==> config.mk <==
export PLATFORM = sky130hd
export DESIGN_NAME = bin_act_pack_flat
export DESIGN_NICKNAME = d
export VERILOG_FILES = /design/src/rtl/bin_act_pack_if.sv /design/src/rtl/bin_act_pack.sv /design/src/flat_wrapper.sv
export SDC_FILE = /design/constraint.sdc
export NUM_CORES = 1
export LEC_CHECK = 0
export CAP_MARGIN = 20
export CORE_UTILIZATION = 52
export CTS_CLUSTER_SIZE = 25
export DETAILED_ROUTE_END_ITERATION = 16
export PLACE_DENSITY = 0.74
export SLEW_MARGIN = 10
export SYNTH_ARGS = -nofsm -noshare
export SYNTH_HDL_FRONTEND = slang
export SYNTH_SLANG_ARGS = --single-unit
==> constraint.sdc <==
create_clock -name clk -period 3.3 [get_ports clk]
set_clock_uncertainty 0.1 [all_clocks]
set_input_delay 0.99 -clock clk [delete_from_list [all_inputs] [get_ports clk]]
set_output_delay 0.99 -clock clk [all_outputs]
set_load 0.01 [all_outputs]
==> src/rtl/bin_act_pack_if.sv <==
// rtl/bin_act_pack_if.sv - popcount beat input and packed word output handshake bundle
interface bin_act_pack_if #(
    parameter int PW = 7
);
    logic          pc_valid;
    logic [PW-1:0] pc_in;
    logic          pc_ready;
    logic [31:0]   out_data;
    logic [5:0]    out_bits;
    logic          out_valid;
    logic          out_ready;

    modport master (
        output pc_valid, pc_in, out_ready,
        input  pc_ready, out_data, out_bits, out_valid
    );

    modport slave (
        input  pc_valid, pc_in, out_ready,
        output pc_ready, out_data, out_bits, out_valid
    );
endinterface

==> src/rtl/bin_act_pack.sv <==
// rtl/bin_act_pack.sv - sums popcount groups, thresholds to activation bits, packs 32-bit words
module bin_act_pack #(
    parameter int ACC_N = 4,
    parameter int PW    = 7
) (
    input  logic               clk,
    input  logic               rst,
    input  logic               c_rst,
    input  logic [9:0]         thresh,
    input  logic               flush,
    bin_act_pack_if.slave      bus
);
    localparam logic [3:0] G_LAST = 4'(ACC_N - 1);

    logic [3:0]  gcnt;
    logic [9:0]  sum;
    logic [4:0]  bcnt;
    logic [31:0] pack;
    logic        flush_pending;
    logic [31:0] out_data_q;
    logic [5:0]  out_bits_q;
    logic        out_valid_q;

    logic [3:0]  n_gcnt;
    logic [9:0]  n_sum;
    logic [4:0]  n_bcnt;
    logic [31:0] n_pack;
    logic        n_fp;
    logic [31:0] n_data;
    logic [5:0]  n_bits;
    logic        n_valid;

    logic          buf_free;
    logic          grp_last;
    logic          word_last;
    logic          pc_ready;
    logic          beat;
    logic [PW-1:0] pc_val;
    logic [9:0]    sum_next;
    logic          act;
    logic [31:0]   pack_act;

    assign pc_val    = bus.pc_in;
    assign buf_free  = !out_valid_q || bus.out_ready;
    assign grp_last  = (gcnt == G_LAST);
    assign word_last = grp_last && (bcnt == 5'd31);
    // Stall only when the next beat or a pending flush would need a buffer that is still occupied
    assign pc_ready  = !((word_last || flush_pending) && !buf_free);
    assign beat      = bus.pc_valid && pc_ready;
    assign sum_next  = sum + 10'(pc_val);
    assign act       = (sum_next >= thresh);

    // Pack register with the current activation dropped into its slot
    always_comb begin
        pack_act       = pack;
        pack_act[bcnt] = act;
    end

    // Next-state: beat first, then flush against the post-beat pack state, buffer load beats a take
    always_comb begin
        n_gcnt  = gcnt;
        n_sum   = sum;
        n_bcnt  = bcnt;
        n_pack  = pack;
        n_fp    = flush_pending;
        n_data  = out_data_q;
        n_bits  = out_bits_q;
        n_valid = out_valid_q && !bus.out_ready;

        if (beat) begin
            if (grp_last) begin
                n_gcnt = '0;
                n_sum  = '0;
                if (bcnt == 5'd31) begin
                    n_data  = pack_act;
                    n_bits  = 6'd32;
                    n_valid = 1'b1;
                    n_pack  = '0;
                    n_bcnt  = '0;
                end else begin
                    n_pack = pack_act;
                    n_bcnt = bcnt + 5'd1;
                end
            end else begin
                n_sum  = sum_next;
                n_gcnt = gcnt + 4'd1;
            end
        end

        if (flush || flush_pending) begin
            if (buf_free) begin
                if (n_bcnt != 5'd0) begin
                    n_data  = n_pack;
                    n_bits  = {1'b0, n_bcnt};
                    n_valid = 1'b1;
                    n_pack  = '0;
                    n_bcnt  = '0;
                end
                n_gcnt = '0;
                n_sum  = '0;
                n_fp   = 1'b0;
            end else begin
                n_fp = 1'b1;
            end
        end
    end

    // State register: async reset, synchronous clear takes priority over all activity
    always_ff @(posedge clk or negedge rst) begin
        if (!rst) begin
            gcnt          <= '0;
            sum           <= '0;
            bcnt          <= '0;
            pack          <= '0;
            flush_pending <= 1'b0;
            out_data_q    <= '0;
            out_bits_q    <= '0;
            out_valid_q   <= 1'b0;
        end else if (c_rst) begin
            gcnt          <= '0;
            sum           <= '0;
            bcnt          <= '0;
            pack          <= '0;
            flush_pending <= 1'b0;
            out_data_q    <= '0;
            out_bits_q    <= '0;
            out_valid_q   <= 1'b0;
        end else begin
            gcnt          <= n_gcnt;
            sum           <= n_sum;
            bcnt          <= n_bcnt;
            pack          <= n_pack;
            flush_pending <= n_fp;
            out_data_q    <= n_data;
            out_bits_q    <= n_bits;
            out_valid_q   <= n_valid;
        end
    end

    assign bus.pc_ready  = pc_ready;
    assign bus.out_data  = out_data_q;
    assign bus.out_bits  = out_bits_q;
    assign bus.out_valid = out_valid_q;
endmodule

==> src/flat_wrapper.sv <==
// flat-port wrapper written by rule: the top's interface ports become plain ports
module bin_act_pack_flat 
#(
    parameter int ACC_N = 4,
    parameter int PW    = 7
)
  (clk, rst, c_rst, thresh, flush, bus_pc_valid, bus_pc_in, bus_out_ready, bus_pc_ready, bus_out_data, bus_out_bits, bus_out_valid);
  bin_act_pack_if #(.PW(PW)) bus_i ();
  input  logic clk;
  input  logic rst;
  input  logic c_rst;
  input  logic [9:0] thresh;
  input  logic flush;
  input wire logic [$bits(bus_i.pc_valid)-1:0] bus_pc_valid;
  input wire logic [$bits(bus_i.pc_in)-1:0] bus_pc_in;
  input wire logic [$bits(bus_i.out_ready)-1:0] bus_out_ready;
  output wire logic [$bits(bus_i.pc_ready)-1:0] bus_pc_ready;
  output wire logic [$bits(bus_i.out_data)-1:0] bus_out_data;
  output wire logic [$bits(bus_i.out_bits)-1:0] bus_out_bits;
  output wire logic [$bits(bus_i.out_valid)-1:0] bus_out_valid;
  assign bus_i.pc_valid = bus_pc_valid;
  assign bus_i.pc_in = bus_pc_in;
  assign bus_i.out_ready = bus_out_ready;
  assign bus_pc_ready = bus_i.pc_ready;
  assign bus_out_data = bus_i.out_data;
  assign bus_out_bits = bus_i.out_bits;
  assign bus_out_valid = bus_i.out_valid;
  bin_act_pack #(.ACC_N(ACC_N), .PW(PW)) u_core (.clk(clk), .rst(rst), .c_rst(c_rst), .thresh(thresh), .flush(flush), .bus(bus_i));
endmodule
=== Word level (Yosys, flattened, before mapping) ===
Cells that the tools add are included.

* Register bits: 91
* Input port bits: 23
* Output and inout port bits: 40
* Word-level logic and storage cells: 81

* $add $sub $neg: 3
* $lt $le $gt $ge: 3
* Equal/unequal tests: 2
* Muxes and demuxes: 51
* Reductions and logical operators: 14

{| class="wikitable"
|+ Operator list
! kind !! count
|-
| two-way mux 32 bit || 14
|-
| two-way mux 10 bit || 5
|-
| two-way mux 6 bit || 7
|-
| two-way mux 5 bit || 7
|-
| bitwise mux 32 bit || 1
|-
| two-way mux 4 bit || 5
|-
| two-way mux 1 bit || 11
|-
| adder 10 x 7 -> 10 bit || 1
|-
| greater-or-equal comparator 10 bit || 1
|-
| less-than comparator 5 x 6 -> 1 bit (second input constant) || 1
|-
| adder 5 x 1 -> 5 bit (second input constant) || 1
|-
| demux 1 bit (select 5 bit) || 1
|-
| == test 5 bit (second input constant) || 1
|-
| greater-or-equal comparator 5 x 1 -> 1 bit (second input constant) || 1
|-
| logical AND 1 bit || 5
|-
| nonzero test 5 bit || 1
|-
| adder 4 x 1 -> 4 bit (second input constant) || 1
|-
| == test 4 x 2 -> 1 bit (second input constant) || 1
|-
| zero test 1 bit || 4
|-
| logical OR 1 bit || 3
|-
| nonzero test 2 bit || 1
|}

=== Depth between registers and ports, before layout ===
Gate-level depths: netlist of run 1.

* Word-level depth: 12
* Gate-level depth with buffers: 17
* Gate-level depth less buffers: 16

=== Worst setup path before layout of run 1 ===
Ideal clock, no wire load.

* Kind: input -> register
* Start: input port bus_pc_in[0]
* End: register u_core.out_data_q[24], in the netlist u_core.bus.out_data[24]
* Library setup time: 0.095 ns
* Arrival time: 4.087 ns
* Required time: 3.105 ns
* Path slack: -0.982 ns
* Cell stages on the path: 17
* Buffers on the path: 2
* Cell sequence: ha_1 > inv_1 > fa_1 > nor2b_1 > o21a_1 > o21ai_0 > a21o_1 > a21oi_1 > xor2_1 > ha_1 > nand4_1 > or3_1 > clkbuf_1 > a21oi_1 > clkbuf_1 > a22oi_1 > o31ai_1

* Longest elaborated chain between the ends: 10
* Elaborated cells on any way between the ends: 13
* Classes of those cells: 1 x add/sub; 1 x order compare; 11 x mux

{| class="wikitable"
|+ Ends and longest elaborated chain
! item !! line !! RTL
|-
| from (decl) || flat_wrapper.sv:15 || <nowiki>input wire logic [$bits(bus_i.pc_in)-1:0] bus_pc_in;</nowiki>
|-
| adder 10 x 7 -> 10 bit * || bin_act_pack.sv:50 || <nowiki>assign sum_next = sum + 10'(pc_val);</nowiki>
|-
| greater-or-equal comparator 10 bit * || bin_act_pack.sv:51 || <nowiki>assign act = (sum_next >= thresh);</nowiki>
|-
| bitwise mux 32 bit * || bin_act_pack.sv:56 || <nowiki>pack_act[bcnt] = act;</nowiki>
|-
| two-way mux 32 bit || bin_act_pack.sv:74 || <nowiki>if (bcnt == 5'd31) begin</nowiki>
|-
| two-way mux 32 bit || bin_act_pack.sv:71 || <nowiki>if (grp_last) begin</nowiki>
|-
| two-way mux 32 bit || bin_act_pack.sv:70 || <nowiki>if (beat) begin</nowiki>
|-
| two-way mux 32 bit || bin_act_pack.sv:92 || <nowiki>if (n_bcnt != 5'd0) begin</nowiki>
|-
| two-way mux 32 bit || bin_act_pack.sv:91 || <nowiki>if (buf_free) begin</nowiki>
|-
| two-way mux 32 bit * || bin_act_pack.sv:90 || <nowiki>if (flush || flush_pending) begin</nowiki>
|-
| two-way mux 32 bit * || bin_act_pack.sv:119 || <nowiki>end else if (c_rst) begin</nowiki>
|-
| to (signal assigned) || bin_act_pack.sv:134 || <nowiki>out_data_q <= n_data;</nowiki>
|-
| to (decl) || bin_act_pack.sv:20 || <nowiki>logic [31:0] out_data_q;</nowiki>
|}

Every way passes the cells marked *; elsewhere a longest branch is shown, timed or not.
A chain may end at the register's enable or synchronous reset.

=== Worst setup path in the final report of run 1 ===
* Start: input port bus_pc_in[0]
* End: register u_core.pack[18]

* Longest elaborated chain between the ends: 10

{| class="wikitable"
|+ Ends and longest elaborated chain
! item !! line !! RTL
|-
| adder 10 x 7 -> 10 bit * || bin_act_pack.sv:50 ||
|-
| greater-or-equal comparator 10 bit * || bin_act_pack.sv:51 ||
|-
| bitwise mux 32 bit * || bin_act_pack.sv:56 ||
|-
| two-way mux 32 bit * || bin_act_pack.sv:74 ||
|-
| two-way mux 32 bit * || bin_act_pack.sv:71 ||
|-
| two-way mux 32 bit * || bin_act_pack.sv:70 ||
|-
| two-way mux 32 bit || bin_act_pack.sv:92 ||
|-
| two-way mux 32 bit || bin_act_pack.sv:91 ||
|-
| two-way mux 32 bit * || bin_act_pack.sv:90 ||
|-
| two-way mux 32 bit * || bin_act_pack.sv:119 ||
|-
| to (signal assigned) || bin_act_pack.sv:132 || <nowiki>pack <= n_pack;</nowiki>
|-
| to (decl) || bin_act_pack.sv:18 || <nowiki>logic [31:0] pack;</nowiki>
|}

Marks and branches as above.

==> reports/results.md, run 1 <==
* vias in the first global route: 6270
* wire length of the first global-routing pass: 31400 um
* final hold viol count: 0
* count of vias placed by the detailed router: 6268
* die area: 0.0117 mm2
* detailed placer's ending HPWL: 11600 um
* number of sinks handled by clock tree synthesis: 91
* async set or reset register ratio after synthesis: 1.00
* path type of the worst min-delay path: flip-flop to flip-flop
* starting utilization of the core area: 0.537
* Max Clk Rate: 251 MHz
* Post-Synthesis Mean Instance Area: 8.29 um2
* part of the total power dissipated in the clock network: 0.463
* layout cell share with drive strength beyond 1: 0.246
* area of the mapped netlist: 0.00587 mm2
* final layout net count: 848
* worst voltage drop across the vdd grid: 0.243 mV
* number of port buffers: 62
* average wire per cell in the routed design: 21.4 um
* Net Count, Synth: 755
* hold endpoint: u_core.bus.out_bits[5]$_DFF_PN0_
* grt total ovfl: 0
* power spent charging and discharging nets: 0.668 mW
* number of top-level pins: 63
* failing checks: setup timing
* fraction of the yosys area taken by sequential cells: 0.388
* Critical Path Max Stage Delay: 330 ps
* commonest non-fill, non-tap cell in the layout: nor2_1
* final RePlAce weighted congestion: 0.858
* number of cells on the worst reg-to-reg path: 20
* capture point of the worst reg-to-reg path: u_core.pack[18]$_DFF_PN0_
* total wire length: 20300 um
* Least-Margin Pin Slew: 699 ps
* switching share of power: 0.248
* Final Total Pwr: 2.69 mW
* number of DRC violations after detailed routing: 0
* reg2reg setup slack: -400 ps
* source of the worst hold timing path: u_core.bus.out_bits[5]$_DFF_PN0_
* Crit Path Max Fanout: 5
* synthesis-to-layout area growth: 40.6%
* final hold slack: 408 ps
* number of inserted diodes: 0
* setup repair after global routing missed its margin: yes
* Arr. time, crit path: 4130 ps
* number of enable-type register cells in the synthesized netlist: 0
* post-route worst setup slack: -686 ps
* setup_tns: -37260 ps
* die boundary height: 108 um
* portion of total power attributed to combinational logic: 0.119
* number of design-rule violations left by the first detailed-router iteration: 642
* minimum clock period: 3990 ps
* Pwr per Cell Area: 326 mW/mm2
* vias per inst: 6.63
* gr usage total: 0.348
* Pre-antenna DRT Iters: 6
* number of antenna violations at the first check in global routing: 0
* required time of the worst setup path: 3450 ps
* number of standard cells after synthesis: 708
* worst hold path cell count: 2
* number of pins with negative max-slew slack in the final report: 0
* most common cell type on the critical path: buf_4
* Synth warnings: 0
* Longest Clk Path Bufs: 2
* total number of placement rows: 38
* Clock H-tree levels: 3
* leakage power figure: 3.25 nW
* internal power contribution: 2.02 mW
* relative contribution of sequential cells to total power: 0.418
* clock latency of the later-clocked register in the worst-skew pair: 360 ps
* clock tree from TritonCTS: built
* startpoint of the lowest-slack register-to-register path: u_core.sum[0]$_DFF_PN0_
* slowest library cell on the worst path: fa_2
* max-capacitance violation count: 0
* flops & latches, synth: 91
* cells traversed along the worst timing path: buf_6 -> ha_4 -> inv_2 -> fa_2 -> nor2b_1 -> o21a_1 -> o21ai_2 -> a21o_1 -> buf_4 -> o211a_1 -> ha_1 -> a21oi_2 -> nor2_2 -> a2111oi_4 -> buf_4 -> a21oi_4 -> buf_12 -> buf_6 -> a22oi_2 -> buf_4 -> nor2_1
* Critical Setup Path Class: input pin to flip-flop
* number of buffers created by CTS: 9
* outcome: finished, violations left
* period utilisation layout: 1.21
* maximum number of pins on one net before global-route repair: 49
* max_slew headroom: 0.534
* core area: 0.0109 mm2
* Clk Tree Root Cell: clkbuf_16
* commonest register cell after synthesis: dfrtp_1
* kind of start point of the critical path: input pin
* Critical Path End Type: flip-flop
* unique cell type count in the Yosys netlist: 54
* residual antenna-violating net count after detailed routing: 0
* Final setup viols: 64
* most frequent cells in the layout: 106 x nor2_1, 91 x dfrtp_1, 72 x nand2_1
* Clock Pin Slew Worst Setup and Hold Paths: 70 ps
* Die Width: 108 um
[sequential cells by signal, indices dropped and copies added (netlist names)]
| register | flops |
|---|---|
| u_core.bus.out_valid | 1 |
| u_core.bcnt | 5 |
| u_core.gcnt | 4 |
| u_core.flush_pending | 1 |
| u_core.bus.out_data | 32 |
| u_core.sum | 10 |
| u_core.bus.out_bits | 6 |
| u_core.pack | 32 |
[critical path: cells and delay by family]
| kind | cells | cell delay (ps) |
|---|---|---|
| buffers and inverters | 7 | 840 |
| and+or+nand+nor | 3 | 250 |
| AOI/OAI and AO/OA | 8 | 1370 |
| adders and majority gates | 3 | 680 |
[per-layer routing]
metal | track usage | share of wire | up-vias
met4 | 0.189 | 0.038 | 0
met3 | 0.0639 | 0.085 | 76
li1 | - | - | 2749
met5 | 0 | 0 | -
met1 | 0.436 | 0.40 | 3061
met2 | 0.567 | 0.48 | 382
[worst max-delay path by stage]
stage,start,to,cells after the start
after floorplan,bus_pc_in[0],u_core.bus.out_data[23]$_DFF_PN0_,17
after global placement,bus_pc_in[0],u_core.bus.out_data[21]$_DFF_PN0_,19
after detailed placement,bus_pc_in[0],u_core.bus.out_data[22]$_DFF_PN0_,17
after CTS,bus_pc_in[0],u_core.bus.out_data[3]$_DFF_PN0_,20
after global routing,bus_pc_in[0],u_core.bus.out_data[2]$_DFF_PN0_,20
final,bus_pc_in[0],u_core.pack[18]$_DFF_PN0_,21
[logic make-up (layout without fill, tap and decap cells)]
logic type / count (synthesis) / in the layout / share of synthesized area
compound gates: 222 / 222 / 0.255
xor+xnor: 12 / 12 / 0.0179
fa+ha+maj: 24 / 24 / 0.0525
buf+inv: 80 / 178 / 0.0539
flops: 91 / 91 / 0.388
mux: 19 / 19 / 0.0326
simple gates: 260 / 260 / 0.200
[layout make-up]
class | count | area (um2)
Clock buffer | 10 | 239
Clock inverter | 6 | 111
Inverter | 21 | 78.8
Tap cell | 140 | 175
Sequential cell | 91 | 2280
Timing Repair Buffer | 141 | 1520
Fill cell | 742 | 2690
Multi-Input combinational cell | 537 | 3850
[cells in the mapped netlist (2+ instances only)]
| library cell | number | area share |
|---|---|---|
| nand2_1 | 72 | 0.046 |
| and4_1 | 2 | 0.0030 |
| nor2_1 | 112 | 0.072 |
| a21oi_1 | 32 | 0.027 |
| o21ai_0 | 60 | 0.051 |
| or2_2 | 4 | 0.0043 |
| a41o_1 | 3 | 0.0051 |
| a211oi_1 | 12 | 0.015 |
| nand2b_1 | 13 | 0.014 |
| and2_1 | 10 | 0.011 |
| o2111ai_1 | 12 | 0.018 |
| nor2b_1 | 5 | 0.0053 |
| inv_1 | 21 | 0.013 |
| nand3b_1 | 3 | 0.0038 |
| clkbuf_1 | 50 | 0.032 |
| nand4_1 | 4 | 0.0043 |
| nor3_1 | 6 | 0.0051 |
| a31oi_1 | 12 | 0.013 |
| mux2i_1 | 18 | 0.031 |
| xnor2_1 | 8 | 0.012 |
| a22oi_1 | 21 | 0.027 |
| dfrtp_1 | 91 | 0.39 |
| o31ai_1 | 32 | 0.041 |
| ha_1 | 23 | 0.049 |
| nand3_1 | 17 | 0.014 |
| buf_2 | 7 | 0.0060 |
| o221ai_1 | 22 | 0.033 |
| xor2_1 | 4 | 0.0060 |
| and3_1 | 4 | 0.0043 |
| o32ai_1 | 2 | 0.0030 |
| a21o_1 | 3 | 0.0038 |
[power groups by stage]
| stage | combinational (mW) | sequential (mW) | clock, mW |
|---|---|---|---|
| detailed placement | 0.268 | 1.15 | 0 |
| floorplan | 0.133 | 1.14 | 0 |
| CTS | 0.304 | 1.12 | 1.24 |
| finish | 0.319 | 1.12 | 1.25 |
| global placement | 0.261 | 1.15 | 0 |
| global route | 0.343 | 1.12 | 1.29 |
[timing repair]
| action | 4_1_cts | 5_1_grt |
|---|---|---|
| setup endpoints to repair | 65 | 64 |
| gates resized for setup | 67 | 32 |
| gates cloned | 5 | 1 |
| setup buffers | 11 | 5 |
| pin swaps | 56 | 39 |
| hold buffers | 0 | 0 |
[through the flow]
step	setup slack (ps)	area (um2)	std cells	util
floorplan	-750	6170	708	-
global placement	-1370	7240	911	0.662
detailed placement	-1530	7240	911	0.662
CTS	-667	8070	942	0.738
global route	-800	8250	946	0.754
finish	-686	8250	946	0.754
Note: power is estimated with default switching activity, not from simulation.
==> run 2, diff against run 1 <==
CORE_UTILIZATION = 55   (was 52)
PLACE_DENSITY = 0.75   (was 0.74)
SLEW_MARGIN = default   (was 10)
clock period = 5.05 ns   (was 3.3 ns; I/O delays follow)
==> run 2 against run 1 <==
Effect of this change: the run now ends clean; global-route usage is 2.7 points lower; sequential power decreased by 35%; clock-buffer cell count increased by 3; worst setup slack better by 900 ps; die area down 5.4%; via count is 6.6% lower; critical path depth down 5; combinational power decreased by 52%; critical path type unchanged.
==> reports/results.md, run 2 (synthesis gave the netlist of run 1 again) <==
* Pre-antenna DRT Iters: 5, -1
* number of port buffers: 62, unchanged
* busiest layer in global routing: met2
* number of cells on the worst reg-to-reg path: 9, -55%
* number of sinks handled by clock tree synthesis: 91, unchanged
* minimum clock period: 4840 ps
* worst voltage drop across the vdd grid: 0.117 mV, -52%
* path type of the worst min-delay path: flip-flop to flip-flop
* Crit Path Max Fanout: 21, +16
* Worst Setup SP: bus_pc_in[2]
* global routing usage on met1: 0.432, -0.00419
* most frequent cells in the layout: 112 x nor2_1, 91 x dfrtp_1, 72 x nand2_1
* die area: 0.0111 mm2, -5.4%
* die boundary height: 105 um, -2.7%
* Clock H-tree levels: 3, unchanged
* final RePlAce weighted congestion: 0.861, +0.34%
* Arr. time, crit path: 5020 ps, +890 ps
* placement-stage cell area: 0.00671 mm2, -7.3%
* total number of placement rows: 37, -2.6%
* residual antenna-violating net count after detailed routing: 0, unchanged
* Die Width: 105 um, -2.7%
* final hold viol count: 0, unchanged
* finished layout cell area: 0.00706 mm2, -14%
* Clk Tree Root Cell: clkbuf_8
* total wire length: 17400 um, -14%
* grt total ovfl: 0, unchanged
* number of antenna violations at the first check in global routing: 0, unchanged
* maximum number of pins on one net before global-route repair: 73, +49%
* post-route worst setup slack: 212 ps, +898 ps
* worst setup slack before clock tree synthesis: -239 ps, +1290 ps
* Critical Setup Path Class: input pin to flip-flop
* number of inserted diodes: 0, unchanged
* detailed placer's ending HPWL: 10700 um, -7.6%
* Pwr per Cell Area: 189 mW/mm2, -42%
* kind of start point of the critical path: input pin
* clock tree from TritonCTS: built
* synthesis-to-layout area growth: 20.3%
* Longest Clk Path Bufs: 2, unchanged
* outcome: finished clean
* final standard cell utilization of the core: 0.684, -0.0704
* worst hold path cell count: 2, unchanged
* starting utilization of the core area: 0.568, +0.0318
* commonest non-fill, non-tap cell in the layout: nor2_1
* layout cell share with drive strength beyond 1: 0.111, -0.134
* max-capacitance violation count: 0, unchanged
* final layout net count: 807, -4.8%
* fillers: 864, +16%
* core area: 0.0103 mm2, -5.6%
* leakage power figure: 2.82 nW, -13%
* vias per inst: 6.51, -1.8%
* Critical Path End Type: flip-flop
* cell total after placement: 880, -3.4%
* Least-Margin Pin Slew: 946 ps, +247 ps
* met2 demand-to-capacity share in global routing: 0.520, -0.0471
* number of top-level pins: 63, unchanged
* required time of the worst setup path: 5230 ps, +1780 ps
* max_slew headroom: 0.370, -0.164
* count of vias placed by the detailed router: 5855, -6.6%
* number of buffers created by CTS: 9, unchanged
* Clock Pin Slew Worst Setup and Hold Paths: 90 ps, +20 ps
* vias in the first global route: 5682, -9.4%
* number of DRC violations after detailed routing: 0, unchanged
* average wire per cell in the routed design: 19.3 um, -9.8%
* non-filler cells, final: 900, -4.9%
* Final setup viols: 0, -100%
* period utilisation layout: 0.958
* startpoint of the lowest-slack register-to-register path: u_core.bcnt[1]$_DFF_PN0_
* wire length of the first global-routing pass: 28100 um, -10%
* number of pins with negative max-slew slack in the final report: 0, unchanged
* number of design-rule violations left by the first detailed-router iteration: 608, -5.3%
* Max Clk Rate: 207 MHz
* clock latency of the later-clocked register in the worst-skew pair: 380 ps, +20 ps
* gr usage total: 0.321, -0.0269
* met3 layer usage reported by global route: 0.0359, -0.0280
* source of the worst hold timing path: u_core.bus.out_bits[5]$_DFF_PN0_
-- run 2: changes by cell type in the layout (fill, tap and decap cells not counted), sizes merged --
cell | before | now
buf | 81 | 37
clkdlybuf4s50 | 54 | 60
bufinv | 3 | 0
dlygate4sd2 | 2 | 0
clkbuf | 14 | 15
dlymetal6s2s | 0 | 1
inv | 22 | 21
-- run 2: final cells by class --
type	instances	area, um2	area share
Multi-Input combinational cell	537	3400	0.481
Sequential cell	91	2280	0.322
Timing Repair Buffer	100	975	0.138
Tap cell	136	170	0.0241
Clock buffer	13	149	0.0211
Inverter	21	78.8	0.0112
Clock inverter	2	12.5	0.00177
-- run 2: path summary, 6_finish.rpt --
kind,endpoint,slack [ps]
min in group asynchronous,u_core.sum[4]$_DFF_PN0_,1150
max in group asynchronous,u_core.bus.out_data[1]$_DFF_PN0_,2860
max reg2reg,u_core.bus.out_data[14]$_DFF_PN0_,1300
max,u_core.bus.out_data[1]$_DFF_PN0_,210
min,u_core.bus.out_bits[5]$_DFF_PN0_,400
min reg2reg,u_core.bus.out_bits[5]$_DFF_PN0_,400
-- run 2: per-stage QoR --
step | power (mW) | TNS, ps | hold slack [ps]
after floorplan | 0.825 | 0 | 391
after global placement | 0.891 | -5800 | 383
after detailed placement | 0.894 | -7530 | 391
after CTS | 1.34 | 0 | 410
after global routing | 1.38 | -19.4 | 467
final | 1.34 | 0 | 405
-- run 2: power breakdown --
group | switching [mW] | internal, mW
logic | 0.0943 | 0.0585
clock network | 0.261 | 0.190
registers | 0.00214 | 0.731
total | 0.358 | 0.980
-- run 2: per-layer routing --
layer | part of all wire | vias up
met2 | 0.48 | 329
met5 | 0 | -
met1 | 0.42 | 2829
li1 | - | 2663
met3 | 0.081 | 34
met4 | 0.022 | 0
-- run 2: worst max-delay path: stages --
cell and delay, ps:
clkdlybuf4s50_1 410, ha_1 350, and3_1 190, a221o_1 340, o21ba_2 250, nand3_1 100, xnor2_1 70, ha_1 310
nand4_1 130, a211oi_2 290, a2111oi_4 60, buf_4 160, buf_6 180, a211oi_1 330, o221ai_1 200, o31ai_1 140
-- run 2: repair_timing --
action | in CTS | in global routing
buffers inserted | 0 | 3
hold buffers | 0 | 0
setup endpoints to repair | 0 | 47
gates resized for setup | 0 | 27
